## config.mk

```make
export PLATFORM = sky130hd
export DESIGN_NAME = route_compute_flat
export DESIGN_NICKNAME = d
export VERILOG_FILES = /design/src/rtl/route_compute_pkg.sv /design/src/rtl/route_compute_if.sv /design/src/rtl/route_compute_route_calc.sv /design/src/rtl/route_compute.sv /design/src/flat_wrapper.sv
export SDC_FILE = /design/constraint.sdc
export NUM_CORES = 1
export LEC_CHECK = 0
export ABC_AREA = 1
export ABC_CLOCK_PERIOD_IN_PS = 4500
export BUFFER_PORTS_ARGS = -buffer_cell sky130_fd_sc_hd__buf_4
export CAP_MARGIN = 20
export CORE_UTILIZATION = 50
export CTS_CLUSTER_SIZE = 20
export DETAILED_ROUTE_END_ITERATION = 16
export PLACE_DENSITY = 0.75
export SKIP_CTS_REPAIR_TIMING = 1
export SLEW_MARGIN = 20
export SYNTH_ARGS = -nofsm -noshare
export SYNTH_HDL_FRONTEND = slang
export SYNTH_SLANG_ARGS = --single-unit
```

## constraint.sdc

```tcl
create_clock -name clk -period 4.5 [get_ports clk]
set_clock_uncertainty 0.1 [all_clocks]
set_input_delay 1.35 -clock clk [delete_from_list [all_inputs] [get_ports clk]]
set_output_delay 1.35 -clock clk [all_outputs]
set_load 0.02 [all_outputs]
```

## src/rtl/route_compute_pkg.sv

```systemverilog
// Shared field layout, flit-type and port codes, and helpers for the route-computation stage.
package route_compute_pkg;

  localparam int unsigned FlitSizeDefault = 64;
  localparam int unsigned DimDefault      = 8;
  localparam int unsigned TypeW           = 2;
  localparam int unsigned DstW            = 9;
  localparam int unsigned CheckW          = 4;
  localparam int unsigned PortW           = 3;

  typedef enum logic [1:0] {
    FlitHead   = 2'd0,
    FlitBody   = 2'd1,
    FlitTail   = 2'd2,
    FlitSingle = 2'd3
  } flit_type_e;

  typedef enum logic [PortW-1:0] {
    PortXPos  = 3'd0,
    PortXNeg  = 3'd1,
    PortYPos  = 3'd2,
    PortYNeg  = 3'd3,
    PortZPos  = 3'd4,
    PortZNeg  = 3'd5,
    PortLocal = 3'd6
  } port_e;

  typedef enum logic [1:0] {
    StIdle,
    StRouted,
    StDrop
  } state_e;

  typedef struct packed {
    logic [2:0] dx;
    logic [2:0] dy;
    logic [2:0] dz;
  } dst_t;

  function automatic logic [CheckW-1:0] check_calc(logic [TypeW-1:0] t, dst_t d);
    return {2'b00, t} ^ {1'b0, d.dx} ^ {1'b0, d.dy} ^ {1'b0, d.dz};
  endfunction

  // Forward distance around a ring, in 4 bits; out-of-range coords wrap mod dim.
  function automatic logic [3:0] ring_delta(logic [2:0] c, logic [2:0] own, int unsigned dim);
    logic [3:0] w_dim;
    logic [3:0] w_cm;
    logic [3:0] w_om;
    w_dim = 4'(dim);
    w_cm  = {1'b0, c} % w_dim;
    w_om  = {1'b0, own} % w_dim;
    return (w_cm >= w_om) ? (w_cm - w_om) : (w_cm + w_dim - w_om);
  endfunction

endpackage

```

## src/rtl/route_compute_if.sv

```systemverilog
// Input-queue pop channel and downstream valid/ready channel of the route-computation stage.
interface route_compute_if #(
  parameter int unsigned FLIT_SIZE = 64
);
  logic [FLIT_SIZE-1:0] deq_data;
  logic                 deq_empty;
  logic                 dequeue;
  logic [FLIT_SIZE-1:0] out_data;
  logic [2:0]           out_port;
  logic                 out_valid;
  logic                 out_ready;

  modport slave (
    input  deq_data, deq_empty, out_ready,
    output dequeue, out_data, out_port, out_valid
  );

  modport master (
    output deq_data, deq_empty, out_ready,
    input  dequeue, out_data, out_port, out_valid
  );
endinterface

```

## src/rtl/route_compute_route_calc.sv

```systemverilog
// Dimension-order (X, then Y, then Z) shortest-path output-port selection on a 3-D torus.
module route_calc
  import route_compute_pkg::*;
#(
  parameter logic [2:0]  X     = 3'd0,
  parameter logic [2:0]  Y     = 3'd0,
  parameter logic [2:0]  Z     = 3'd0,
  parameter int unsigned DIM_X = DimDefault,
  parameter int unsigned DIM_Y = DimDefault,
  parameter int unsigned DIM_Z = DimDefault
) (
  input  dst_t  i_dst,
  output port_e o_port
);

  logic [3:0] w_dx;
  logic [3:0] w_dy;
  logic [3:0] w_dz;

  assign w_dx = ring_delta(i_dst.dx, X, DIM_X);
  assign w_dy = ring_delta(i_dst.dy, Y, DIM_Y);
  assign w_dz = ring_delta(i_dst.dz, Z, DIM_Z);

  // Half-way ties go the positive direction.
  always_comb begin
    o_port = PortLocal;
    if (w_dx != 4'd0) begin
      o_port = (w_dx <= 4'(DIM_X / 2)) ? PortXPos : PortXNeg;
    end else if (w_dy != 4'd0) begin
      o_port = (w_dy <= 4'(DIM_Y / 2)) ? PortYPos : PortYNeg;
    end else if (w_dz != 4'd0) begin
      o_port = (w_dz <= 4'(DIM_Z / 2)) ? PortZPos : PortZNeg;
    end
  end

endmodule

```

## src/rtl/route_compute.sv

```systemverilog
// Route-computation stage: pops the input queue, checks head flits, routes and locks the
// output port per packet (wormhole), and hands flit+port downstream through a 2-entry skid FIFO.
module route_compute
  import route_compute_pkg::*;
#(
  parameter logic [2:0]  X         = 3'd0,
  parameter logic [2:0]  Y         = 3'd0,
  parameter logic [2:0]  Z         = 3'd0,
  parameter int unsigned DIM_X     = DimDefault,
  parameter int unsigned DIM_Y     = DimDefault,
  parameter int unsigned DIM_Z     = DimDefault,
  parameter int unsigned FLIT_SIZE = FlitSizeDefault
) (
  input  logic              clk,
  input  logic              rst,
  route_compute_if.slave    rc,
  output logic [15:0]       err_count
);

  localparam int unsigned TypeLsb  = FLIT_SIZE - TypeW;
  localparam int unsigned DstLsb   = TypeLsb - DstW;
  localparam int unsigned CheckLsb = DstLsb - CheckW;

  flit_type_e           w_type;
  dst_t                 w_dst;
  logic [CheckW-1:0]    w_check;
  logic                 w_good;
  port_e                w_route_port;

  state_e               r_state;
  state_e               w_state_d;

  logic [1:0]           r_count;
  logic                 r_rd_ptr;
  logic                 r_wr_ptr;
  logic [FLIT_SIZE-1:0] r_data [2];
  port_e                r_port [2];
  port_e                r_pkt_port;
  logic [15:0]          r_err;

  logic                 w_pop_in;
  logic                 w_push;
  logic                 w_drop;
  logic                 w_latch;
  logic                 w_eval;
  logic                 w_out_fire;
  port_e                w_push_port;

  assign w_type  = flit_type_e'(rc.deq_data[TypeLsb +: TypeW]);
  assign w_dst   = rc.deq_data[DstLsb +: DstW];
  assign w_check = rc.deq_data[CheckLsb +: CheckW];
  assign w_good  = (w_check == check_calc(w_type, w_dst));

  route_calc #(
    .X     (X),
    .Y     (Y),
    .Z     (Z),
    .DIM_X (DIM_X),
    .DIM_Y (DIM_Y),
    .DIM_Z (DIM_Z)
  ) u_route_calc (
    .i_dst  (w_dst),
    .o_port (w_route_port)
  );

  // Pop depends only on registered occupancy, never on out_ready.
  assign w_pop_in   = !rc.deq_empty && (r_count != 2'd2) && !rst;
  assign w_out_fire = rc.out_valid && rc.out_ready;

  assign rc.dequeue   = w_pop_in;
  assign rc.out_valid = (r_count != 2'd0);
  assign rc.out_data  = r_data[r_rd_ptr];
  assign rc.out_port  = r_port[r_rd_ptr];
  assign err_count    = r_err;

  always_ff @(posedge clk) begin
    if (rst) begin
      r_state <= StIdle;
    end else begin
      r_state <= w_state_d;
    end
  end

  always_comb begin
    w_state_d = r_state;
    if (w_pop_in) begin
      case (r_state)
        StIdle, StDrop: begin
          if (w_type == FlitHead) begin
            w_state_d = w_good ? StRouted : StDrop;
          end else if (w_type == FlitTail) begin
            w_state_d = StIdle;
          end
        end
        StRouted: begin
          if (w_type == FlitTail) begin
            w_state_d = StIdle;
          end
        end
        default: w_state_d = StIdle;
      endcase
    end
  end

  // A HEAD seen while dropping restarts evaluation exactly as from idle.
  always_comb begin
    w_eval      = (r_state == StIdle) || ((r_state == StDrop) && (w_type == FlitHead));
    w_push      = 1'b0;
    w_latch     = 1'b0;
    w_push_port = w_route_port;
    if (w_pop_in) begin
      if (w_eval) begin
        w_push  = w_good && ((w_type == FlitHead) || (w_type == FlitSingle));
        w_latch = w_push && (w_type == FlitHead);
      end else if (r_state == StRouted) begin
        w_push      = (w_type == FlitBody) || (w_type == FlitTail);
        w_push_port = r_pkt_port;
      end
    end
    w_drop = w_pop_in && !w_push;
  end

  always_ff @(posedge clk) begin
    if (rst) begin
      r_count    <= 2'd0;
      r_rd_ptr   <= 1'b0;
      r_wr_ptr   <= 1'b0;
      r_pkt_port <= PortXPos;
      r_err      <= 16'd0;
      for (int i = 0; i < 2; i++) begin
        r_data[i] <= '0;
        r_port[i] <= PortXPos;
      end
    end else begin
      if (w_push) begin
        r_data[r_wr_ptr] <= rc.deq_data;
        r_port[r_wr_ptr] <= w_push_port;
        r_wr_ptr         <= !r_wr_ptr;
      end
      if (w_out_fire) begin
        r_rd_ptr <= !r_rd_ptr;
      end
      r_count <= r_count + 2'(w_push) - 2'(w_out_fire);
      if (w_latch) begin
        r_pkt_port <= w_route_port;
      end
      if (w_drop && (r_err != 16'hFFFF)) begin
        r_err <= r_err + 16'd1;
      end
    end
  end

endmodule

```

## src/flat_wrapper.sv

```systemverilog
// flat-port wrapper written by rule: the top's interface ports become plain ports
module route_compute_flat import route_compute_pkg::*;
#(
  parameter logic [2:0]  X         = 3'd0,
  parameter logic [2:0]  Y         = 3'd0,
  parameter logic [2:0]  Z         = 3'd0,
  parameter int unsigned DIM_X     = DimDefault,
  parameter int unsigned DIM_Y     = DimDefault,
  parameter int unsigned DIM_Z     = DimDefault,
  parameter int unsigned FLIT_SIZE = FlitSizeDefault
)
  (clk, rst, err_count, rc_deq_data, rc_deq_empty, rc_out_ready, rc_dequeue, rc_out_data, rc_out_port, rc_out_valid);
  route_compute_if #(.FLIT_SIZE(FLIT_SIZE)) rc_i ();
  input  logic clk;
  input  logic rst;
  output logic [15:0] err_count;
  input wire logic [$bits(rc_i.deq_data)-1:0] rc_deq_data;
  input wire logic [$bits(rc_i.deq_empty)-1:0] rc_deq_empty;
  input wire logic [$bits(rc_i.out_ready)-1:0] rc_out_ready;
  output wire logic [$bits(rc_i.dequeue)-1:0] rc_dequeue;
  output wire logic [$bits(rc_i.out_data)-1:0] rc_out_data;
  output wire logic [$bits(rc_i.out_port)-1:0] rc_out_port;
  output wire logic [$bits(rc_i.out_valid)-1:0] rc_out_valid;
  assign rc_i.deq_data = rc_deq_data;
  assign rc_i.deq_empty = rc_deq_empty;
  assign rc_i.out_ready = rc_out_ready;
  assign rc_dequeue = rc_i.dequeue;
  assign rc_out_data = rc_i.out_data;
  assign rc_out_port = rc_i.out_port;
  assign rc_out_valid = rc_i.out_valid;
  route_compute #(.X(X), .Y(Y), .Z(Z), .DIM_X(DIM_X), .DIM_Y(DIM_Y), .DIM_Z(DIM_Z), .FLIT_SIZE(FLIT_SIZE)) u_core (.clk(clk), .rst(rst), .rc(rc_i), .err_count(err_count));
endmodule
```

==> impl_results.rst <==
.. list-table::
   :header-rows: 1

   * - Metric
     - Value
   * - Via-to-Cell Ratio
     - 5.100
   * - P_sw
     - 0.0009983 W
   * - Arrival time reported for the critical path endpoint
     - 2140 ps
   * - Most used flip-flop cell after synthesis
     - sky130_fd_sc_hd__edfxtp_1
   * - Vias in the first global route
     - 5135
   * - Required time of the critical path
     - 3050 ps
   * - Final GP Congestion
     - 0.8620
   * - Clock tree from TritonCTS
     - done
   * - N_diodes
     - 0
   * - Site Rows
     - 44
   * - Total global routing overflow
     - 0
   * - Height of the die
     - 124.0 µm
   * - Cell area after synthesis
     - 7436 µm²
   * - Nets@finish
     - 908
   * - Fraction of the core area covered by cells at the end of the flow
     - 0.6493
   * - Status
     - finished clean
   * - Cell taking the most area after synthesis
     - sky130_fd_sc_hd__edfxtp_1
   * - CTS Root Buffer Type
     - sky130_fd_sc_hd__clkbuf_16
   * - Final-report max-slew violation count
     - 0
   * - Total via count in the routed design
     - 5268
   * - Global-route total usage across every layer
     - 0.2168
   * - Setup Crit Path Kind
     - register to output pin
   * - Share of post-route cells with drive strength above 1
     - 0.3640
   * - Cell leakage power
     - 4.075 nW
   * - CTS Buf Count
     - 17
   * - Average cell area after synthesis
     - 10.87 µm²
   * - Post-DP HPWL
     - 10760 µm
   * - Areal power density over the cells
     - 426.8 nW/µm²
   * - Setup TNS
     - 0 ps
   * - Time the final worst path needs with I/O delays and setup
     - 3590 ps
   * - Ratio of final minimum period to clock period
     - 0.7977
   * - Power Internal
     - 0.003029 W
   * - Core area
     - 14530 µm²
   * - CP Max Fanout
     - 39
   * - Setup-failing EPs final
     - 0
   * - Maximum buffer depth of the clock tree
     - 2
   * - Antenna violations before repair
     - 0
   * - Peak clock frequency supported by timing
     - 278.6 MHz
   * - Net switching fraction of the power
     - 0.2479
   * - Type of element capturing the critical path
     - output pin
   * - Number of synthesized flops with an enable pin
     - 134
   * - Post-synthesis to final-layout area growth
     - 26.91%
   * - Proportion of power drawn by the clock network
     - 0.402
   * - # IOs
     - 153
   * - Sequential cell area fraction in the yosys report
     - 0.6111
   * - YS warnings
     - 0
   * - Die area
     - 15360 µm²
   * - Count of distinct cell types in the synthesized netlist
     - 33
   * - Cells taking the most area after synthesis
     - sky130_fd_sc_hd__edfxtp_1 (54%), sky130_fd_sc_hd__mux2_2 (10%), sky130_fd_sc_hd__dfxtp_1 (7.0%)
   * - Final number of hold-violating endpoints
     - 0
   * - Fraction of synthesis flops using an asynchronous set or reset pin
     - 0
   * - Final cell area excluding filler cells
     - 9437 µm²
   * - Peak supply drop
     - 0.2781 mV
   * - CP startpoint kind
     - register
   * - H-tree depth
     - 4
   * - Fillers
     - 1137
   * - # clock sinks
     - 160
   * - Post-Synthesis Cells
     - 684
   * - Syn Nets
     - 756
   * - Top cells by instance count after synthesis
     - sky130_fd_sc_hd__edfxtp_1 (134), sky130_fd_sc_hd__nor2_1 (128), sky130_fd_sc_hd__inv_1 (86)
   * - Register share of total power
     - 0.424
   * - Clock insertion delay at the later pin of the skew report
     - 420 ps
   * - Setup repair after global routing missed its margin
     - false
   * - Worst hold path class
     - register to register
   * - Transition time at the pin with the least slew margin
     - 901.6 ps
   * - Total iterations of the first detailed-routing run
     - 4
   * - Wire length per cell after detailed routing
     - 15.80 µm
   * - Remaining max-slew budget at the tightest pin
     - 0.3989
   * - Reported max-cap violation count
     - 0
   * - Number of nets still failing antenna checks after routing
     - 0
   * - Post-route DRC violation count
     - 0
   * - Number of port buffers
     - 152
   * - Dominant cell by count in the synthesized netlist
     - sky130_fd_sc_hd__edfxtp_1
   * - Clock slew seen by the registers of the worst setup and hold paths
     - 70 ps
   * - Initial Util
     - 0.5116
   * - Number of flip-flops and latches in the synthesized netlist
     - 160
   * - First-pass GRT wire length
     - 24740 µm
   * - Width of the chip
     - 124.0 µm
   * - Combinational share of power
     - 0.174
   * - Placed Area
     - 8768 µm²
   * - Total wire length
     - 16320 µm
   * - Pin count of the biggest net entering global routing
     - 69
   * - Share of the synthesized area in the top cell type
     - 0.5411
   * - Number of DRC markers after the initial detailed-route iteration
     - 355
[per-stage QoR]
| stage | cells | hold WS, ps | total power [W] | setup WS [ps] |
|---|---|---|---|---|
| floorplan | 684 | 326.3 | 0.002163 | 14.83 |
| global placement | 1001 | 336.3 | 0.002431 | 1013 |
| detailed placement | 1001 | 349.5 | 0.002444 | 900.0 |
| CTS | 1033 | 367.4 | 0.004055 | 869.3 |
| global route | 1033 | 391.7 | 0.004160 | 819.8 |
| finish | 1033 | 363.7 | 0.004027 | 910.3 |
[kinds of logic after synthesis]
group                      count (synthesis)  synth area share
and+or+nand+nor                          276            0.1657
DFF                                      160            0.6111
buffers and inverters                    124           0.07000
muxes                                     67            0.1015
AOI/OAI and AO/OA                         38           0.02726
xor gates and xnor gates                  15           0.01767
adders and majority gates                  4          0.006731
[cell type report]
cell class              instances  area, µm²  share of cell area
clock buffers                  18      429.2             0.04548
clock inverters                14      239.0             0.02532
inverters                      96      360.3             0.03819
multi-input cells             400       2386              0.2529
flip-flops and latches        160       4546              0.4817
well taps                     184      230.2             0.02440
repair buffers                161       1246              0.1321
[final timing paths]
| kind | slack [ps] | cells past startpoint | start | endpoint |
|---|---|---|---|---|
| worst max-delay path | 910 | 3 | register | rc_out_data[62] |
| worst min register to register | 360 | 1 | u_core.r_rd_ptr | u_core.r_rd_ptr |
| worst min-delay path | 360 | 1 | u_core.r_rd_ptr | u_core.r_rd_ptr |
| worst max register to register | 2040 | 9 | u_core.err_count[1] | u_core.err_count[10] |
[critical path: stages (launching register included)]
cell                      delay (ps)
sky130_fd_sc_hd__dfxtp_2         810
sky130_fd_sc_hd__buf_12          320
sky130_fd_sc_hd__mux2_2          390
sky130_fd_sc_hd__buf_4           160
[power by group through the flow]
stage / Clock (W) / Sequential [W] / Combinational, W
finish: 0.00162 / 0.00171 / 0.000699
global route: 0.00169 / 0.00172 / 0.000749
CTS: 0.00164 / 0.00171 / 0.000706
detailed placement: 0 / 0.00174 / 0.000701
global placement: 0 / 0.00174 / 0.000694
floorplan: 0 / 0.00171 / 0.000451
[state kept, by name (all words and copies together), names as in the netlist, named ones only]
register           flops
u_core.r_state         2
u_core.r_port          6
u_core.err_count      16
u_core.r_rd_ptr        1
u_core.r_pkt_port      3
u_core.r_wr_ptr        1
u_core.r_data        128
u_core.r_count         2
[routing by layer]
| metal | global-route usage | up-vias | part of all wire | wire length (µm) |
|---|---|---|---|---|
| met5 | 0 | - | 0 | 0 |
| met2 | 0.3698 | 163 | 0.51 | 8281 |
| met4 | 0.09524 | 0 | 0.021 | 342 |
| met3 | 0.04350 | 26 | 0.054 | 888 |
| li1 | - | 2582 | - | - |
| met1 | 0.2663 | 2497 | 0.42 | 6810 |
[cells in the final DEF (no fill, tap or decap), types with 20 or more instances in the layout]
cell type	netlist	final
sky130_fd_sc_hd__a21oi_1	26	26
sky130_fd_sc_hd__nand4_1	20	20
sky130_fd_sc_hd__buf_4	1	158
sky130_fd_sc_hd__mux2_2	67	67
sky130_fd_sc_hd__inv_1	86	86
sky130_fd_sc_hd__edfxtp_1	134	134
sky130_fd_sc_hd__nand2_1	66	64
sky130_fd_sc_hd__dfxtp_1	26	25
sky130_fd_sc_hd__nor2_1	128	128
sky130_fd_sc_hd__nor2_2	29	29
Power figures use the tool's default switching activity.
